File: config.mk
export PLATFORM = sky130hd
export DESIGN_NAME = anabellek_hakem
export DESIGN_NICKNAME = d
export VERILOG_FILES = /design/src/rtl/anabellek_hakem.sv
export SDC_FILE = /design/constraint.sdc
export NUM_CORES = 1
export LEC_CHECK = 0
export BUFFER_PORTS_ARGS = -buffer_cell sky130_fd_sc_hd__buf_4
export CORE_AREA = 2 2 641 643
export CTS_CLUSTER_SIZE = 20
export DETAILED_ROUTE_END_ITERATION = 12
export DIE_AREA = 0 0 643 645
export HOLD_SLACK_MARGIN = 0.06
export PLACE_DENSITY_LB_ADDON = 0.25
export SYNTH_ARGS = -nofsm -noshare
export SYNTH_HDL_FRONTEND = slang
export SYNTH_SLANG_ARGS = --single-unit
export TNS_END_PERCENT = 100
File: constraint.sdc
create_clock -name clk_i -period 2.5 [get_ports clk_i]
set_clock_uncertainty 0.15 [all_clocks]
set_input_delay 0.625 -clock clk_i [delete_from_list [all_inputs] [get_ports clk_i]]
set_output_delay 0.625 -clock clk_i [all_outputs]
set_load 0.02 [all_outputs]
File: src/rtl/anabellek_hakem.sv
// anabellek_hakem: round-robin arbiter sharing one main-memory line port
// between the instruction cache (port 0) and the data cache (port 1).
//
// Ports:
//   clk_i, rst_ni               clock, async active-low reset
//   pX_istek_*                  line request from cache X (addr/data/valid/write)
//   pX_istek_hazir_o            request accepted this cycle (combinational)
//   pX_yanit_*                  read response to cache X (data/valid/ready)
//   anabellek_istek_*           registered request towards memory
//   anabellek_yanit_*           read response from memory
module anabellek_hakem #(
  parameter int unsigned ADRES_BIT = 32,
  parameter int unsigned VERI_BIT  = 256
) (
  input  logic                 clk_i,
  input  logic                 rst_ni,
  input  logic [ADRES_BIT-1:0] p0_istek_adres_i,
  input  logic [VERI_BIT-1:0]  p0_istek_veri_i,
  input  logic                 p0_istek_gecerli_i,
  input  logic                 p0_istek_yaz_gecerli_i,
  output logic                 p0_istek_hazir_o,
  output logic [VERI_BIT-1:0]  p0_yanit_veri_o,
  output logic                 p0_yanit_gecerli_o,
  input  logic                 p0_yanit_hazir_i,
  input  logic [ADRES_BIT-1:0] p1_istek_adres_i,
  input  logic [VERI_BIT-1:0]  p1_istek_veri_i,
  input  logic                 p1_istek_gecerli_i,
  input  logic                 p1_istek_yaz_gecerli_i,
  output logic                 p1_istek_hazir_o,
  output logic [VERI_BIT-1:0]  p1_yanit_veri_o,
  output logic                 p1_yanit_gecerli_o,
  input  logic                 p1_yanit_hazir_i,
  output logic [ADRES_BIT-1:0] anabellek_istek_adres_o,
  output logic [VERI_BIT-1:0]  anabellek_istek_veri_o,
  output logic                 anabellek_istek_gecerli_o,
  output logic                 anabellek_istek_yaz_gecerli_o,
  input  logic                 anabellek_istek_hazir_i,
  input  logic [VERI_BIT-1:0]  anabellek_yanit_veri_i,
  input  logic                 anabellek_yanit_gecerli_i,
  output logic                 anabellek_yanit_hazir_o
);

  typedef enum logic [1:0] {
    BOSTA,
    ISTEK,
    YANIT
  } durum_t;

  durum_t               durum;
  durum_t               durum_n;
  logic                 sahip;
  logic                 son_sahip;
  logic [ADRES_BIT-1:0] adres_r;
  logic [VERI_BIT-1:0]  veri_r;
  logic                 yaz_r;

  logic kazanan;
  logic istek_var;
  logic kabul;
  logic sahip_hazir;
  logic yanit_aktif;
  logic el_sikisma;

  assign istek_var = p0_istek_gecerli_i | p1_istek_gecerli_i;

  // On a tie the port that did not win last time is granted.
  always_comb begin
    kazanan = 1'b0;
    unique case (1'b1)
      (p0_istek_gecerli_i & p1_istek_gecerli_i):
        kazanan = ~son_sahip;
      (p1_istek_gecerli_i & ~p0_istek_gecerli_i):
        kazanan = 1'b1;
      default:
        kazanan = 1'b0;
    endcase
  end

  // rst_ni gates acceptance so every output is 0 while reset is held.
  assign kabul = rst_ni & (durum == BOSTA) & istek_var;

  assign p0_istek_hazir_o = kabul & ~kazanan;
  assign p1_istek_hazir_o = kabul & kazanan;

  assign yanit_aktif = (durum == YANIT);
  assign sahip_hazir = sahip ? p1_yanit_hazir_i
                             : p0_yanit_hazir_i;
  assign el_sikisma  = anabellek_yanit_gecerli_i
                     & sahip_hazir;

  always_comb begin
    durum_n = durum;
    unique case (durum)
      BOSTA: begin
        if (istek_var) durum_n = ISTEK;
      end
      ISTEK: begin
        if (anabellek_istek_hazir_i)
          durum_n = yaz_r ? BOSTA : YANIT;
      end
      YANIT: begin
        if (el_sikisma) durum_n = BOSTA;
      end
      default: durum_n = BOSTA;
    endcase
  end

  always_ff @(posedge clk_i or negedge rst_ni) begin
    if (!rst_ni) begin
      durum     <= BOSTA;
      sahip     <= 1'b0;
      son_sahip <= 1'b1;
      adres_r   <= '0;
      veri_r    <= '0;
      yaz_r     <= 1'b0;
    end else begin
      durum <= durum_n;
      if (kabul) begin
        sahip     <= kazanan;
        son_sahip <= kazanan;
        adres_r   <= kazanan ? p1_istek_adres_i
                             : p0_istek_adres_i;
        veri_r    <= kazanan ? p1_istek_veri_i
                             : p0_istek_veri_i;
        yaz_r     <= kazanan ? p1_istek_yaz_gecerli_i
                             : p0_istek_yaz_gecerli_i;
      end
    end
  end

  assign anabellek_istek_gecerli_o     = (durum == ISTEK);
  assign anabellek_istek_adres_o       = adres_r;
  assign anabellek_istek_veri_o        = veri_r;
  assign anabellek_istek_yaz_gecerli_o = yaz_r
                                       & (durum == ISTEK);

  // Memory responses outside YANIT are neither accepted nor forwarded.
  assign anabellek_yanit_hazir_o = yanit_aktif & sahip_hazir;

  assign p0_yanit_gecerli_o = yanit_aktif & ~sahip
                            & anabellek_yanit_gecerli_i;
  assign p1_yanit_gecerli_o = yanit_aktif & sahip
                            & anabellek_yanit_gecerli_i;

  // Data goes to both ports; only the owner sees valid.
  assign p0_yanit_veri_o = yanit_aktif ? anabellek_yanit_veri_i
                                       : '0;
  assign p1_yanit_veri_o = yanit_aktif ? anabellek_yanit_veri_i
                                       : '0;

endmodule
Word level (Yosys, flattened, before mapping). Cells that the tools add are included.

Register bits after elaboration: 293. Bits of input ports: 842. Logic and storage cells: 42.

Eq/ne operators: 5. Mux-type cells: 11. Bitwise logic cells: 18. Reduce and logical (&&, ||, !) cells: 2.

Operators with widths (count): 256-bit 2-to-1 mux (2); 32-bit 2-to-1 mux (1); 1-bit AND (13); 2-bit 2-to-1 mux (4); 2-bit one-hot mux with 3 select lines (1); 2-bit by 1-bit != test with 1-bit output, second input constant (2); 1-bit NOT (4); 3-bit AND reduction (1); 2-bit by 1-bit == test with 1-bit output, second input constant (1); 2-bit == test, second input constant (1); 2-bit zero test (1); 1-bit 2-to-1 mux (2); 2-bit != test, second input constant (1); 1-bit one-hot mux with 2 select lines (1); 1-bit OR (1).

Depth between registers and ports, before layout.
Depth after elaboration: 5. Depth in mapped cells: 6.

Least setup slack after synthesis. OpenSTA, ideal clock, no wires.

Kind: register to output. Start: reg durum[0]. End: out p1_yanit_veri_o[100]. Data arrival time: 1.659 ns. Slack: 0.066 ns. Stages on the path, launching flop included: 7. Path buffers: 4. Path through: dfrtp_1 nor2b_1 clkbuf_1 clkbuf_1 clkbuf_1 and2_1 buf_4.

Cells in the longest elaborated chain, start to end: 2.

RTL lines: from (decl) (line 49) `durum_t durum;`; from (signal assigned) (line 117) `durum <= durum_n;`; 2-bit == test (line 85) `assign yanit_aktif = (durum == YANIT);`; 256-bit 2-to-1 mux; to (decl) (line 30) `output logic [VERI_BIT-1:0] p1_yanit_veri_o,`.

No other way between the ends.

Worst setup path after layout.
Start: reg durum[0]. End: out p1_yanit_veri_o[42].

Cells in the longest elaborated chain, start to end: 2.

RTL lines: 2-bit == test (line 85); 256-bit 2-to-1 mux (line 148) `assign p1_yanit_veri_o = yanit_aktif ? anabellek_yanit_veri_i`.

No other way between the ends.

==> summary.txt <==
Global routing
  • GRT Resource Usage Total: 14.7%
  • Largest net degree at the start of global routing: 90
  • Via count of the first global-routing pass: 24000
  • Total overflow reported by the global router: 0
  • Number of antenna violations at the first check in global routing: 233
  • Wire length of the first global-routing pass: 372 mm

Cells and area
  • Most frequent cells in the layout: sky130_fd_sc_hd__buf_4 (1341), sky130_fd_sc_hd__dlygate4sd3_1 (577), sky130_fd_sc_hd__dfrtp_1 (291)
  • Layout fillers: 47000
  • Final net count: 4456
  • Leading cell type in the layout, fill and taps excluded: sky130_fd_sc_hd__buf_4
  • Growth of design area from synthesis to finish: 178%
  • Final instance area: 0.0469 mm^2
  • Fraction of final layout cells sized beyond drive strength 1: 59.2%

Timing
  • Min setup slack post-route: -0.585 ns
  • Worst Tran Pin Value: 0.921 ns
  • Period Utilization, post-route: 123%
  • Maximum frequency from static timing analysis: 324 MHz
  • RSZ-0062 raised after global routing: yes
  • Setup-failing EPs final: 519
  • Final hold violation count: 0
  • Worst relative slew slack: 38.6%
  • Clock period minus worst slack: 3.08 ns
  • Final Max Slew Viols: 0

Placement
  • Cell Area, Placed: 0.0357 mm^2
  • # port buffers: 1648
  • Detail Placement HPWL: 289 mm
  • Placer congestion estimate: 0.988

Clocking
  • # H-tree levels: 2
  • Number of sinks on the clock net: 293
  • CTS tree: yes
  • Clock latency reported for the late side of the worst-skew pair: 0.67 ns
  • Number of buffers created by CTS: 44
  • CTS clk-pin slew, worst paths: 0.07 ns
  • Library cell used as clock root buffer: sky130_fd_sc_hd__clkbuf_16
  • Deepest clock path buffer count: 3

Drt
  • Mean routed wirelength per cell: 34.9 um
  • DRC marker count from the first detailed-route iteration: 1925
  • Total via count in the routed design: 23600
  • Via/cell ratio: 2.58
  • DRC errors left: 0
  • Iteration count of the initial detailed-routing pass: 6
  • Final wirelength: 320 mm
  • Number of antenna-violating nets in the routed design: 0

Yosys
  • Largest area contributor in the synthesized netlist: sky130_fd_sc_hd__dfrtp_1
  • Synth Cell Area: 0.0169 mm^2
  • Synthesis warning total: 0
  • Proportion of synthesized chip area in sequential cells: 43.4%
  • Mean instance size in the synthesized netlist: 10.8 um^2
  • Gate count of the mapped netlist: 1563
  • Synthesized net count: 2405
  • Top-area cell type share of the netlist area: 43.2%
  • Number of synthesized register bits: 293
  • Dominant cells by area after synthesis: sky130_fd_sc_hd__dfrtp_1 (43%), sky130_fd_sc_hd__a221o_1 (17%), sky130_fd_sc_hd__o21a_1 (13%), sky130_fd_sc_hd__buf_4 (11%), sky130_fd_sc_hd__and2_1 (9.5%)
  • Number of distinct library cells after synthesis: 24

Run
  • Max cap viols: 0

Die
  • Die area: 0.415 mm^2
  • Core outline area: 0.408 mm^2
  • Initial standard-cell utilization of the core: 4.14%
  • Width of the die: 643 um
  • Vertical die dimension: 645 um
  • Count of boundary I/O pins: 1649
  • # rows: 235

Pwr
  • IR Drop Worst-Case VDD: 0.560 mV
  • Leakage: 19.9 nW
  • Design Power: 0.0452 W
  • Ratio of total power to cell area: 962 mW/mm^2

Hold path
  • Tightest Hold Check Type: input port to asynchronous set/reset pin

Critical path
  • Reg-to-reg endpoint: anabellek_istek_veri_o[146]
  • Signal arrival time at the worst endpoint: 2.31 ns
  • Peak fanout along the critical path: 5
  • Required time at the endpoint of the critical path: 1.73 ns
  • FF-to-FF Start: durum[0]
  • Nature of the critical path endpoint: primary output
  • Worst reg-to-reg setup slack: 0.08 ns
  • Crit Path Class: flop to primary output
  • Startpoint Class: flop
  • Cell count of the worst reg-to-reg path: 9

Run status
  • Outcome: finished, violations left
  • Violated checks: negative setup slack
-- cell usage after synthesis --
master and instances:
sky130_fd_sc_hd__dfrtp_1 292, sky130_fd_sc_hd__mux2i_1 1, sky130_fd_sc_hd__buf_2 48, sky130_fd_sc_hd__o21ai_0 1, sky130_fd_sc_hd__nand2_1 2, sky130_fd_sc_hd__nand2b_1 2
sky130_fd_sc_hd__nor2_1 2, sky130_fd_sc_hd__a21o_1 2, sky130_fd_sc_hd__buf_6 24, sky130_fd_sc_hd__buf_1 5, sky130_fd_sc_hd__nor2b_1 3, sky130_fd_sc_hd__o21a_1 289
sky130_fd_sc_hd__a32o_1 1, sky130_fd_sc_hd__a211oi_1 1, sky130_fd_sc_hd__or3b_1 1, sky130_fd_sc_hd__dfstp_2 1, sky130_fd_sc_hd__nor3b_1 1, sky130_fd_sc_hd__buf_4 257
sky130_fd_sc_hd__clkbuf_1 79, sky130_fd_sc_hd__a221o_1 289, sky130_fd_sc_hd__inv_1 1, sky130_fd_sc_hd__nor3_1 1, sky130_fd_sc_hd__and3_1 3, sky130_fd_sc_hd__and2_1 257
-- layout make-up --
type	count	area, um^2	area share, %
antenna	62	155	0.331
clock buffer	60	1240	2.64
clock inverter	15	178	0.379
inverter	1	3.75	0.00800
multi-input combinational	856	7430	15.8
sequential	293	7330	15.6
tap	5451	6820	14.5
timing repair buffer	2418	23800	50.7
-- worst max-delay path: stages (launching register included) --
cell and delay (ns):
sky130_fd_sc_hd__dfrtp_2 0.43, sky130_fd_sc_hd__nor2b_4 0.13, sky130_fd_sc_hd__buf_12 0.15, sky130_fd_sc_hd__buf_16 0.16, sky130_fd_sc_hd__buf_12 0.12, sky130_fd_sc_hd__buf_16 0.10, sky130_fd_sc_hd__and2_4 0.20, sky130_fd_sc_hd__buf_12 0.15
sky130_fd_sc_hd__buf_12 0.14
-- repair_timing --
item / 4_1_cts / 5_1_grt
endpoints found under the setup margin: 519 / 580
gates cloned: 7 / 14
pin swaps: 29 / 72
buffers inserted: 12 / 12
gates resized for setup: 556 / 533
hold buffers: 577 / 0
hold endpoints to repair: 294 / 0
-- routing by layer --
metal  vias up  track usage, %  wire length, um
met5         -               0              935
met4       122            2.13             5640
met3       429            9.09            43300
met2      1484            23.3           144000
met1     11800            17.0           126000
li1       9768               -                -
-- kinds of logic after synthesis --
| logic type | synth area share (%) |
|---|---|
| AOI/OAI and AO/OA | 30.2 |
| and+or+nand+nor | 10.0 |
| muxes | 0.0592 |
| DFF | 43.4 |
| buffers and inverters | 16.3 |
-- worst max path at each step --
stage	from	endpoint	depth (start not counted)
6_report	durum[0]	p1_yanit_veri_o[42]	8
5_1_grt	durum[1]	p1_yanit_veri_o[42]	8
3_3_place_gp	durum[0]	p1_yanit_veri_o[26]	5
4_1_cts	durum[1]	p1_yanit_veri_o[37]	8
2_1_floorplan	durum[0]	p1_yanit_veri_o[100]	6
3_5_place_dp	durum[0]	p1_yanit_veri_o[26]	5
-- where the power goes --
part,switching (W),internal [W]
Clock,0.00295,0.00359
Combinational,0.0169,0.0132
Sequential,0.00161,0.00697
-- through the flow --
step	setup TNS, ns	worst slack, ns	hold slack [ns]	cells	utilization [%]
after floorplan	0	0.0661	0.179	1563	-
after global placement	-52.40	-0.481	0.362	8419	8.76
after detailed placement	-12.88	-0.477	0.367	8419	8.76
after CTS	-335.03	-0.767	0.0745	9081	10.9
after global routing	-302.54	-0.699	0.105	9122	11.5
final	-240.79	-0.585	0.0858	9156	11.5
-- sequential cells by signal (all words and copies together) (netlist names) --
register and count:
anabellek_istek_adres_o 32, anabellek_istek_veri_o 256, durum 2, sahip 1
son_sahip 1, yaz_r 1
Note: power is estimated with default switching activity, not from simulation.
